**config.mk**
```make
export PLATFORM = sky130hd
export DESIGN_NAME = my_logic_unit
export DESIGN_NICKNAME = d
export VERILOG_FILES = /design/src/rtl/my_logic_unit.sv
export SDC_FILE = /design/constraint.sdc
export NUM_CORES = 1
export LEC_CHECK = 0
export BUFFER_PORTS_ARGS = -buffer_cell sky130_fd_sc_hd__buf_2
export CORE_UTILIZATION = 49
export DETAILED_ROUTE_END_ITERATION = 12
export PLACE_DENSITY = 0.76
export SLEW_MARGIN = 30
export SYNTH_ARGS = -nofsm -noshare
export SYNTH_HDL_FRONTEND = slang
export SYNTH_SLANG_ARGS = --single-unit
export TNS_END_PERCENT = 10
```
**constraint.sdc**
```tcl
create_clock -name clk -period 1.8 [get_ports clk]
set_clock_uncertainty 0.2 [all_clocks]
set_input_delay 0 -clock clk [delete_from_list [all_inputs] [get_ports clk]]
set_output_delay 0 -clock clk [all_outputs]
set_load 0.1 [all_outputs]
```
**src/rtl/my_logic_unit.sv**
```systemverilog
// my_logic_unit: registered bitwise logic unit with an AND-accumulator.
// One operand set is accepted per cycle under a valid/ready handshake.
// The result is held in a single output register together with its
// all-zero / all-ones flags until the downstream consumer takes it.
module my_logic_unit #(
  parameter int               WIDTH    = 8,
  parameter logic [WIDTH-1:0] ACC_INIT = '1
) (
  input  logic             clk,
  input  logic             reset,
  input  logic             in_valid,
  output logic             in_ready,
  input  logic [WIDTH-1:0] a,
  input  logic [WIDTH-1:0] b,
  input  logic [2:0]       op,
  output logic             out_valid,
  input  logic             out_ready,
  output logic [WIDTH-1:0] out,
  output logic             zero,
  output logic             ones
);

  localparam logic [2:0] OP_AND     = 3'b000;
  localparam logic [2:0] OP_OR      = 3'b001;
  localparam logic [2:0] OP_XOR     = 3'b010;
  localparam logic [2:0] OP_NAND    = 3'b011;
  localparam logic [2:0] OP_NOR     = 3'b100;
  localparam logic [2:0] OP_XNOR    = 3'b101;
  localparam logic [2:0] OP_ACC_AND = 3'b110;
  localparam logic [2:0] OP_ACC_CLR = 3'b111;

  logic [WIDTH-1:0] acc;
  logic [WIDTH-1:0] res_p0;
  logic             accept_p0;

  // Pure per-bit operation; ACC_CLR passes operand A through.
  function automatic logic [WIDTH-1:0] logic_op(
    input logic [2:0]       sel,
    input logic [WIDTH-1:0] x,
    input logic [WIDTH-1:0] y,
    input logic [WIDTH-1:0] acc_val
  );
    logic [WIDTH-1:0] r;
    case (sel)
      OP_AND:     r = x & y;
      OP_OR:      r = x | y;
      OP_XOR:     r = x ^ y;
      OP_NAND:    r = ~(x & y);
      OP_NOR:     r = ~(x | y);
      OP_XNOR:    r = ~(x ^ y);
      OP_ACC_AND: r = acc_val & x & y;
      OP_ACC_CLR: r = x;
      default:    r = '0;
    endcase
    return r;
  endfunction

  // ---- stage p0: handshake and combinational result ----
  // Reset forces ready so upstream never stalls on a stale held result.
  assign in_ready  = reset || !out_valid || out_ready;
  assign accept_p0 = in_valid && in_ready;
  assign res_p0    = logic_op(op, a, b, acc);

  // ---- stage p1: output register, flags and accumulator ----
  // Output register: load on accept, drain on out_ready, otherwise hold.
  always_ff @(posedge clk) begin
    if (reset) begin
      out_valid <= 1'b0;
      out       <= '0;
      zero      <= 1'b1;
      ones      <= 1'b0;
    end else if (accept_p0) begin
      out_valid <= 1'b1;
      out       <= res_p0;
      zero      <= (res_p0 == {WIDTH{1'b0}});
      ones      <= (res_p0 == {WIDTH{1'b1}});
    end else if (out_ready) begin
      out_valid <= 1'b0;
    end
  end

  // Accumulator: only accepted ACC_AND / ACC_CLR touch it.
  always_ff @(posedge clk) begin
    if (reset) begin
      acc <= ACC_INIT;
    end else if (accept_p0) begin
      if (op == OP_ACC_AND) begin
        acc <= res_p0;
      end else if (op == OP_ACC_CLR) begin
        acc <= ACC_INIT;
      end
    end
  end

endmodule

```
# Yosys cells after proc, flatten, opt, wreduce, memory -nomap -nowiden
# Cells that the tools add are included.
[word_totals]
ff_bits = 19
in_bits = 23
out_inout_bits = 12
wordCells = 35
[classes]
n_eq_ne = 8
muxes = 5
bitwise = 8
n_reduce_logical = 9
[ops]
columns = ["operator", "count"]
rows = [
  ["case mux 8 bit (8 select lines)", 1],
  ["bitwise AND 8 bit", 3],
  ["inverter 8 bit", 3],
  ["two-way mux 8 bit", 2],
  ["== test 3 bit (second input constant)", 4],
  ["== test 8 bit (second input constant)", 1],
  ["logical NOT 8 bit", 1],
  ["OR 8 bit", 1],
  ["XOR 8 bit", 1],
  ["== test 3 x 2 -> 1 bit (second input constant)", 2],
  ["nonzero test 2 bit", 2],
  ["== test 3 x 1 -> 1 bit (second input constant)", 1],
  ["logical NOT 3 bit", 1],
  ["logical OR 1 bit", 2],
  ["two-way mux 1 bit", 2],
  ["AND reduction 2 bit", 1],
  ["logical AND 1 bit", 1],
  ["logical NOT 1 bit", 1],
]

# Depth between registers and ports, before layout
# Gate-level depths: netlist of run 1.
[depth]
depth_word = 5
ltp_mapped = 9
depth_no_buf = 8

# Least setup slack after synthesis of run 1
# Ideal clock, no wire load.
[synth_timing]
path_kind = "register -> register"
from = "register out_valid"
to = "register zero"
setup_ns = 0.087
t_arrival_ns = 2.979
required_time_ns = 1.513
slack_ns = -1.466
path_stages_with_launch = 6
n_path_buf = 1
period_less_slack_ns = 3.266
cell_sequence = "dfxtp_1 > or3b_2 > clkbuf_1 > nand2_1 > or4_1 > o31ai_1"
[synth_between]
elab_chain_len = 4
[synth_rtl]
columns = ["element", "line", "text"]
rows = [
  ["start, declared", "16", "output logic out_valid,"],
  ["start signal, assigned", "68", "out_valid <= 1'b0;"],
  ["start signal, assigned", "73", "out_valid <= 1'b1;"],
  ["start signal, assigned", "78", "out_valid <= 1'b0;"],
  ["logical NOT 1 bit", "60", "assign in_ready = reset || !out_valid || out_ready;"],
  ["logical OR 1 bit (2 in series)", "60", ""],
  ["named net in_ready", "12", "output logic in_ready,"],
  ["logical AND 1 bit", "61", "assign accept_p0 = in_valid && in_ready;"],
  ["end signal, assigned", "75", "zero <= (res_p0 == {WIDTH{1'b0}});"],
  ["end, declared", "19", "output logic zero,"],
]
# The timed path passes the listed nets, and every way through them passes these cells.
# A chain may end at the register's enable or synchronous reset.

# Worst setup path in the final report of run 1
[layout_timing]
from = "register acc[0]"
to = "register zero"
[layout_between]
elab_chain_len = 4
[layout_rtl]
columns = ["element", "line", "text"]
rows = [
  ["start, declared", "32", "logic [WIDTH-1:0] acc;"],
  ["start signal, assigned", "88", "acc <= res_p0;"],
  ["bitwise AND 8 bit (2 in series)", "51", "OP_ACC_AND: r = acc_val & x & y;"],
  ["case mux 8 bit (8 select lines)", "44", "case (sel)"],
  ["logical NOT 8 bit", "75", ""],
]
# No other way between the ends.

==> metrics.txt, run 1 <==
area post-placement 2050 µm²; Worst-path clk slew 0.11 ns; simple-gate share of the synthesized area 0.235; mean post-synth cell area 7.85 µm²; Max stage delay on crit path 0.49 ns; gr ovfl total 0; Adder-Cell Fraction of Synth Area 0.127; largest family of logic cells by synthesized area simple AND/OR/NAND/NOR gates; TritonCTS clock tree done; RSZ-0062 raised after global routing yes; routed vias 1,655; post-synthesis xor/xnor area fraction 0; crit path time final 1.86 ns; GRT Overall Usage 0.232; DR pass1 iterations 4; WS Path Type reg -> reg; failing checks negative setup slack; PortBufs 34; Core ar. 3050 µm²; chip width 58.7 µm; routability cong. 0.874; Ports 35; CTS buffer count 3; max-cap violations 0; vias in the first global route 1,478; Vias/cell 5.34; Clock Path Buffers 2; Post-Synthesis Cells 201; post-CTS setup buffers 0; die area 3450 µm²; Die Y 58.7 µm; leakage power 0.00103 µW; Compound-Gate Fraction of Synth Area 0.209; Fmax 536 MHz; post-synthesis register bit count 19; Most used DFF post-synth dfxtp_1; Post-synth EDFFs 0; Critical Path Fanout Max 2; library cells used by synthesis 45; worst slew pin tran 0.487 ns; Final Routed Wirelength 3940 µm; remaining antenna violation count 0; post-synthesis sequential area ratio 0.241; initial antenna violation count 0; DRT iter0 DRCs 47; Critical Path Sink Type flop; share of layout cells above drive strength 1 0.353; pin count of the biggest net entering global routing 21; Max IR drop VDD 0.575 mV; WP data required 1.83 ns; Final Hold Vio Count 0; slew margin rel. 0.678; status finished with violations; Root Buffer clkbuf_4; fin worst setup slack -0.0647 ns; Ys Warns 0; Rows 20; final period utilization 1.04; Area Overhead vs Synth 36.0%; Final Max Slew Viols 0; fin area 2150 µm²; Cell Pwr Density 577 nW/µm²; CP max stage cell mux4_2; Post-Route Utilization 0.703; Routed wire per std cell 12.7 µm; Synth Net Count 240; Syn Std Cell Area 1580 µm²; Ant. Diodes 0; Hold Crit Class in -> reg; H-tree levels 1; critical path arrival 1.90 ns; Clock Latency Late Sink 0.30 ns; clock sinks 19; NumNets Final 306; final setup vio count 1; Residual DRC 0; asr flop ratio synth 0; first-pass GRT wire length 6240 µm; dpl hpwl 2990 µm; mux contribution to synthesized area 0.0880; initial core utilization 0.517; worst-path cell chain a21oi_2, nor2_1, mux4_2, or4_4, o31ai_4; crit path launch type flop
-- sequential cells by signal (all words and copies together) (netlist names) --
register and flops:
acc 8, ones 1, out 8, out_valid 1, zero 1
-- routing by layer --
metal	GRT usage	vias up	routed length [µm]
met4	0.0238	0	34
met2	0.394	58	1900
li1	-	839	-
met1	0.310	754	1820
met3	0.0505	4	186
met5	0	-	0
-- where the power goes --
group	switching [µW]	total [µW]	internal, µW
combinational	341	562	221
clock	134	220	86.5
sequential	12.9	456	443
-- through the flow --
| stage | setup TNS (ns) | worst slack, ns | cells | total power, µW | hold slack, ns |
|---|---|---|---|---|---|
| finish | -0.0647 | -0.0647 | 310 | 1240 | 0.126 |
| global route | -0.208 | -0.123 | 310 | 1310 | 0.178 |
| CTS | -0.0643 | -0.0643 | 309 | 1210 | 0.00783 |
| detailed placement | -1.20 | -0.274 | 302 | 1000 | 0.106 |
| global placement | -1.01 | -0.230 | 302 | 992 | 0.0963 |
| floorplan | -2.44 | -0.182 | 201 | 832 | -0.0773 |
-- cell usage after synthesis (all sizes together) (2+ instances only) --
library cell | count | area share
inv | 22 | 0.052
nand2 | 5 | 0.012
or3 | 2 | 0.011
mux4 | 2 | 0.029
a211oi | 2 | 0.0095
mux2 | 3 | 0.021
a21oi | 23 | 0.073
or2 | 3 | 0.012
ha | 16 | 0.13
buf | 7 | 0.033
nor2 | 27 | 0.064
nand2b | 10 | 0.040
dfxtp | 19 | 0.24
nor3 | 5 | 0.016
o31ai | 3 | 0.017
clkbuf | 6 | 0.014
o2bb2ai | 2 | 0.011
o22ai | 6 | 0.024
o32ai | 2 | 0.011
nand4 | 2 | 0.0079
nand3 | 2 | 0.0063
nand3b | 5 | 0.024
o21ai | 4 | 0.013
mux2i | 6 | 0.038
-- placed cells by master, fill, tap and decap left out, types with 3 or more instances in the layout --
cell type,count
nand2b_1,10
o22ai_1,6
nand2_1,4
inv_1,22
nor2_1,26
a21oi_1,21
buf_2,34
o21ai_0,4
nor3_1,5
buf_4,35
mux2_2,3
mux2i_1,6
clkbuf_4,3
ha_1,16
nand3b_1,5
dlygate4sd3_1,4
dfxtp_1,17
-- area by class of cell --
type                       instances  area [µm²]
multi-input combinational        147        1100
sequential                        19         385
timing repair buffer              74         493
clock buffer                       4        26.3
tap                               44        55.1
inverter                          22        82.6
fill                             280         907
-- logic make-up after synthesis --
family          after synthesis
compound gates               51
fa+ha+maj                    16
buf+inv                      35
flops                        19
mux                          11
simple gates                 69
-- path summary, 6_finish.rpt --
kind | from | endpoint | slack (ns) | depth (start not counted)
worst max-delay path | acc[0] | zero | -0.06 | 5
worst min-delay path | b[3] | acc[3] | 0.13 | 5
worst max register to register | acc[0] | zero | -0.06 | 5
worst min register to register | out[3] | out[3] | 0.30 | 2
-- critical path: cells and delay by family (launching register included) --
kind	cells	cell delay [ns]
multiplexers	1	0.49
AND/OR/NAND/NOR	2	0.48
flip-flops	1	0.35
AO/OA/AOI/OAI	2	0.27
-- timing repair --
item                                    CTS  global route
resized for setup                         2             5
pin swaps                                 0             0
hold endpoints to repair                 18             1
hold buffers                              3             1
endpoints found under the setup margin    1             4
(Power assumes the default switching activity.)
==> inputs of run 2 (changes only) <==
--- a/config.mk
+++ b/config.mk
@@ -6,9 +6,11 @@
 export NUM_CORES = 1
 export LEC_CHECK = 0
 export BUFFER_PORTS_ARGS = -buffer_cell sky130_fd_sc_hd__buf_2
-export CORE_UTILIZATION = 49
+export CORE_UTILIZATION = 51
+export CTS_BUF_LIST = sky130_fd_sc_hd__clkbuf_4 sky130_fd_sc_hd__clkbuf_8
 export DETAILED_ROUTE_END_ITERATION = 12
-export PLACE_DENSITY = 0.76
+export PLACE_DENSITY = 0.79
+export SKIP_LAST_GASP = 1
 export SLEW_MARGIN = 30
 export SYNTH_ARGS = -nofsm -noshare
 export SYNTH_HDL_FRONTEND = slang
==> metrics.txt, run 2 (same netlist as run 1, synthesis figures left out) <==
Buf/Inv on CP 1 (was 0); clock sinks 19 (unchanged); RSZ-0062 raised after global routing yes (unchanged); initial core utilization 0.553 (was 0.517); dpl hpwl 2990 µm (about the same); routability cong. 0.812 (was 0.874); Cell Pwr Density 587 nW/µm² (was 577 nW/µm²); Area Overhead vs Synth 33.3% (was 36.0%); Vias/cell 5.63 (was 5.34); Final Max Slew Viols 0 (unchanged); WS Path Type reg -> reg (unchanged); most used cell, CP a21oi_2; remaining antenna violation count 0 (unchanged); slew margin rel. 0.667 (was 0.678); GRT Overall Usage 0.250 (was 0.232); vias in the first global route 1,510 (was 1,478); Clock Latency Late Sink 0.31 ns (was 0.30 ns); die area 3320 µm² (was 3450 µm²); worst-path cell chain a21oi_2, nor3_2, a21oi_2, a21oi_2, buf_4, or4_4, o31ai_2 (was a21oi_2, nor2_1, mux4_2, or4_4, o31ai_4); Die Y 57.6 µm (was 58.7 µm); TritonCTS clock tree done (unchanged); area post-placement 2000 µm² (was 2050 µm²); chip width 57.6 µm (was 58.7 µm); cell class contributing the biggest share of worst-path delay simple AND/OR/NAND/NOR gates (was multiplexers); Max IR drop VDD 0.495 mV (was 0.575 mV); CP max stage cell or4_4 (was mux4_2); Filler Cell Count 218 (was 280); WP data required 1.84 ns (was 1.83 ns); gr ovfl total 0 (unchanged); Non-Filler Instances 295 (was 310); H-tree levels 1 (unchanged); failing checks design-rule violations, negative setup slack (was negative setup slack); Routed wire per std cell 13.3 µm (was 12.7 µm); first-pass GRT wire length 6460 µm (was 6240 µm); NumNets Final 304 (was 306); crit path time final 1.89 ns (was 1.86 ns); Critical Path Sink Type flop (unchanged); Fmax 528 MHz (was 536 MHz); pin count of the biggest net entering global routing 21 (unchanged); final setup vio count 1 (unchanged); status finished with violations (unchanged); Core ar. 2850 µm² (was 3050 µm²); Multi-input gate area 1100 µm² (about the same); CTS buffer count 3 (unchanged); Ant. Diodes 0 (unchanged); most frequent cells in the layout buf_2, buf_4, nor2_1 (was buf_4, buf_2, nor2_1); crit path launch type flop (unchanged); fin worst setup slack -0.0933 ns (was -0.0647 ns); Max stage delay on crit path 0.50 ns (was 0.49 ns); Ports 35 (unchanged); Residual DRC 2 (was 0); Critical Path Fanout Max 3 (was 2); Hold Crit Class in -> reg (unchanged); worst slew pin tran 0.503 ns (was 0.487 ns); fin area 2100 µm² (was 2150 µm²); leakage power 0.00102 µW (was 0.00103 µW); initial antenna violation count 0 (unchanged); DRT iter0 DRCs 71 (was 47); critical path arrival 1.93 ns (was 1.90 ns); Root Buffer clkbuf_4 (unchanged); max-cap violations 0 (unchanged); register area 387 µm² (was 385 µm²); DR pass1 iterations 10 (was 4); Clock Path Buffers 2 (unchanged); PortBufs 34 (unchanged); final period utilization 1.05 (was 1.04); Worst-path clk slew 0.12 ns (was 0.11 ns); Final Hold Vio Count 0 (unchanged); Rows 19 (was 20); Final Routed Wirelength 3940 µm (about the same); # placed instances 287 (was 302); Top Registers acc (8), out (8) (unchanged); share of layout cells above drive strength 1 0.364 (was 0.353); routed vias 1,661 (was 1,655)
-- run 2: cell types whose count changed in the layout (fill, tap and decap cells not counted), sizes merged --
cell	previous run	this run
clkinvlp	0	1
clkbuf	4	3
buf	70	68
-- run 2: metal layers --
metal,GRT usage,part of all wire
met1,0.310,0.43
met3,0.0424,0.043
met2,0.458,0.52
met4,0.0453,0.0074
met5,0,0
-- run 2: what timing repair did --
action | CTS | global route
buffers inserted | 0 | 0
resized for setup | 0 | 9
hold buffers | 4 | 0
endpoints found under the setup margin | 1 | 8
hold endpoints to repair | 19 | 0
gates cloned | 0 | 0
pin swaps | 0 | 4
-- run 2: final cells by class --
type / count / share of cell area
Sequential cell: 19 / 0.184
Timing Repair Buffer: 72 / 0.221
Clock inverter: 1 / 0.00357
Multi-Input combinational cell: 147 / 0.523
Tap cell: 31 / 0.0184
Inverter: 22 / 0.0393
Clock buffer: 3 / 0.0107
-- run 2: path summary, 6_finish.rpt --
| path | end | slack (ns) | from | cells after the start |
|---|---|---|---|---|
| worst min register to register | out[2] | 0.30 | out[2] | 2 |
| worst min-delay path | ones | 0.09 | op[2] | 5 |
| worst max-delay path | zero | -0.09 | acc[4] | 7 |
| worst max register to register | zero | -0.09 | acc[4] | 7 |
-- run 2: where the power goes --
group / total (µW) / leakage, µW / internal [µW] / switching, µW
Clock: 225 / 0.0000139 / 84.9 / 140
Sequential: 456 / 0.000155 / 443 / 12.5
Combinational: 554 / 0.000850 / 216 / 338
Total: 1230 / 0.00102 / 744 / 490
-- run 2: tightest hold or removal path: cells and delay by family --
family | cells | cell delay [ns]
AO/OA/AOI/OAI | 3 | 0.34
buffers and inverters | 1 | 0.14
AND/OR/NAND/NOR | 1 | 0.09
-- run 2: per-stage QoR --
step	hold WS [ns]	setup TNS, ns	util	worst slack (ns)	power [µW]
detailed placement	0.115	-1.00	0.702	-0.260	995
global placement	0.104	-0.664	0.702	-0.210	985
CTS	0.0662	-0.0537	0.726	-0.0537	1220
global route	0.109	-0.346	0.737	-0.181	1300
floorplan	-0.0773	-2.44	-	-0.182	832
finish	0.0946	-0.0933	0.737	-0.0933	1230
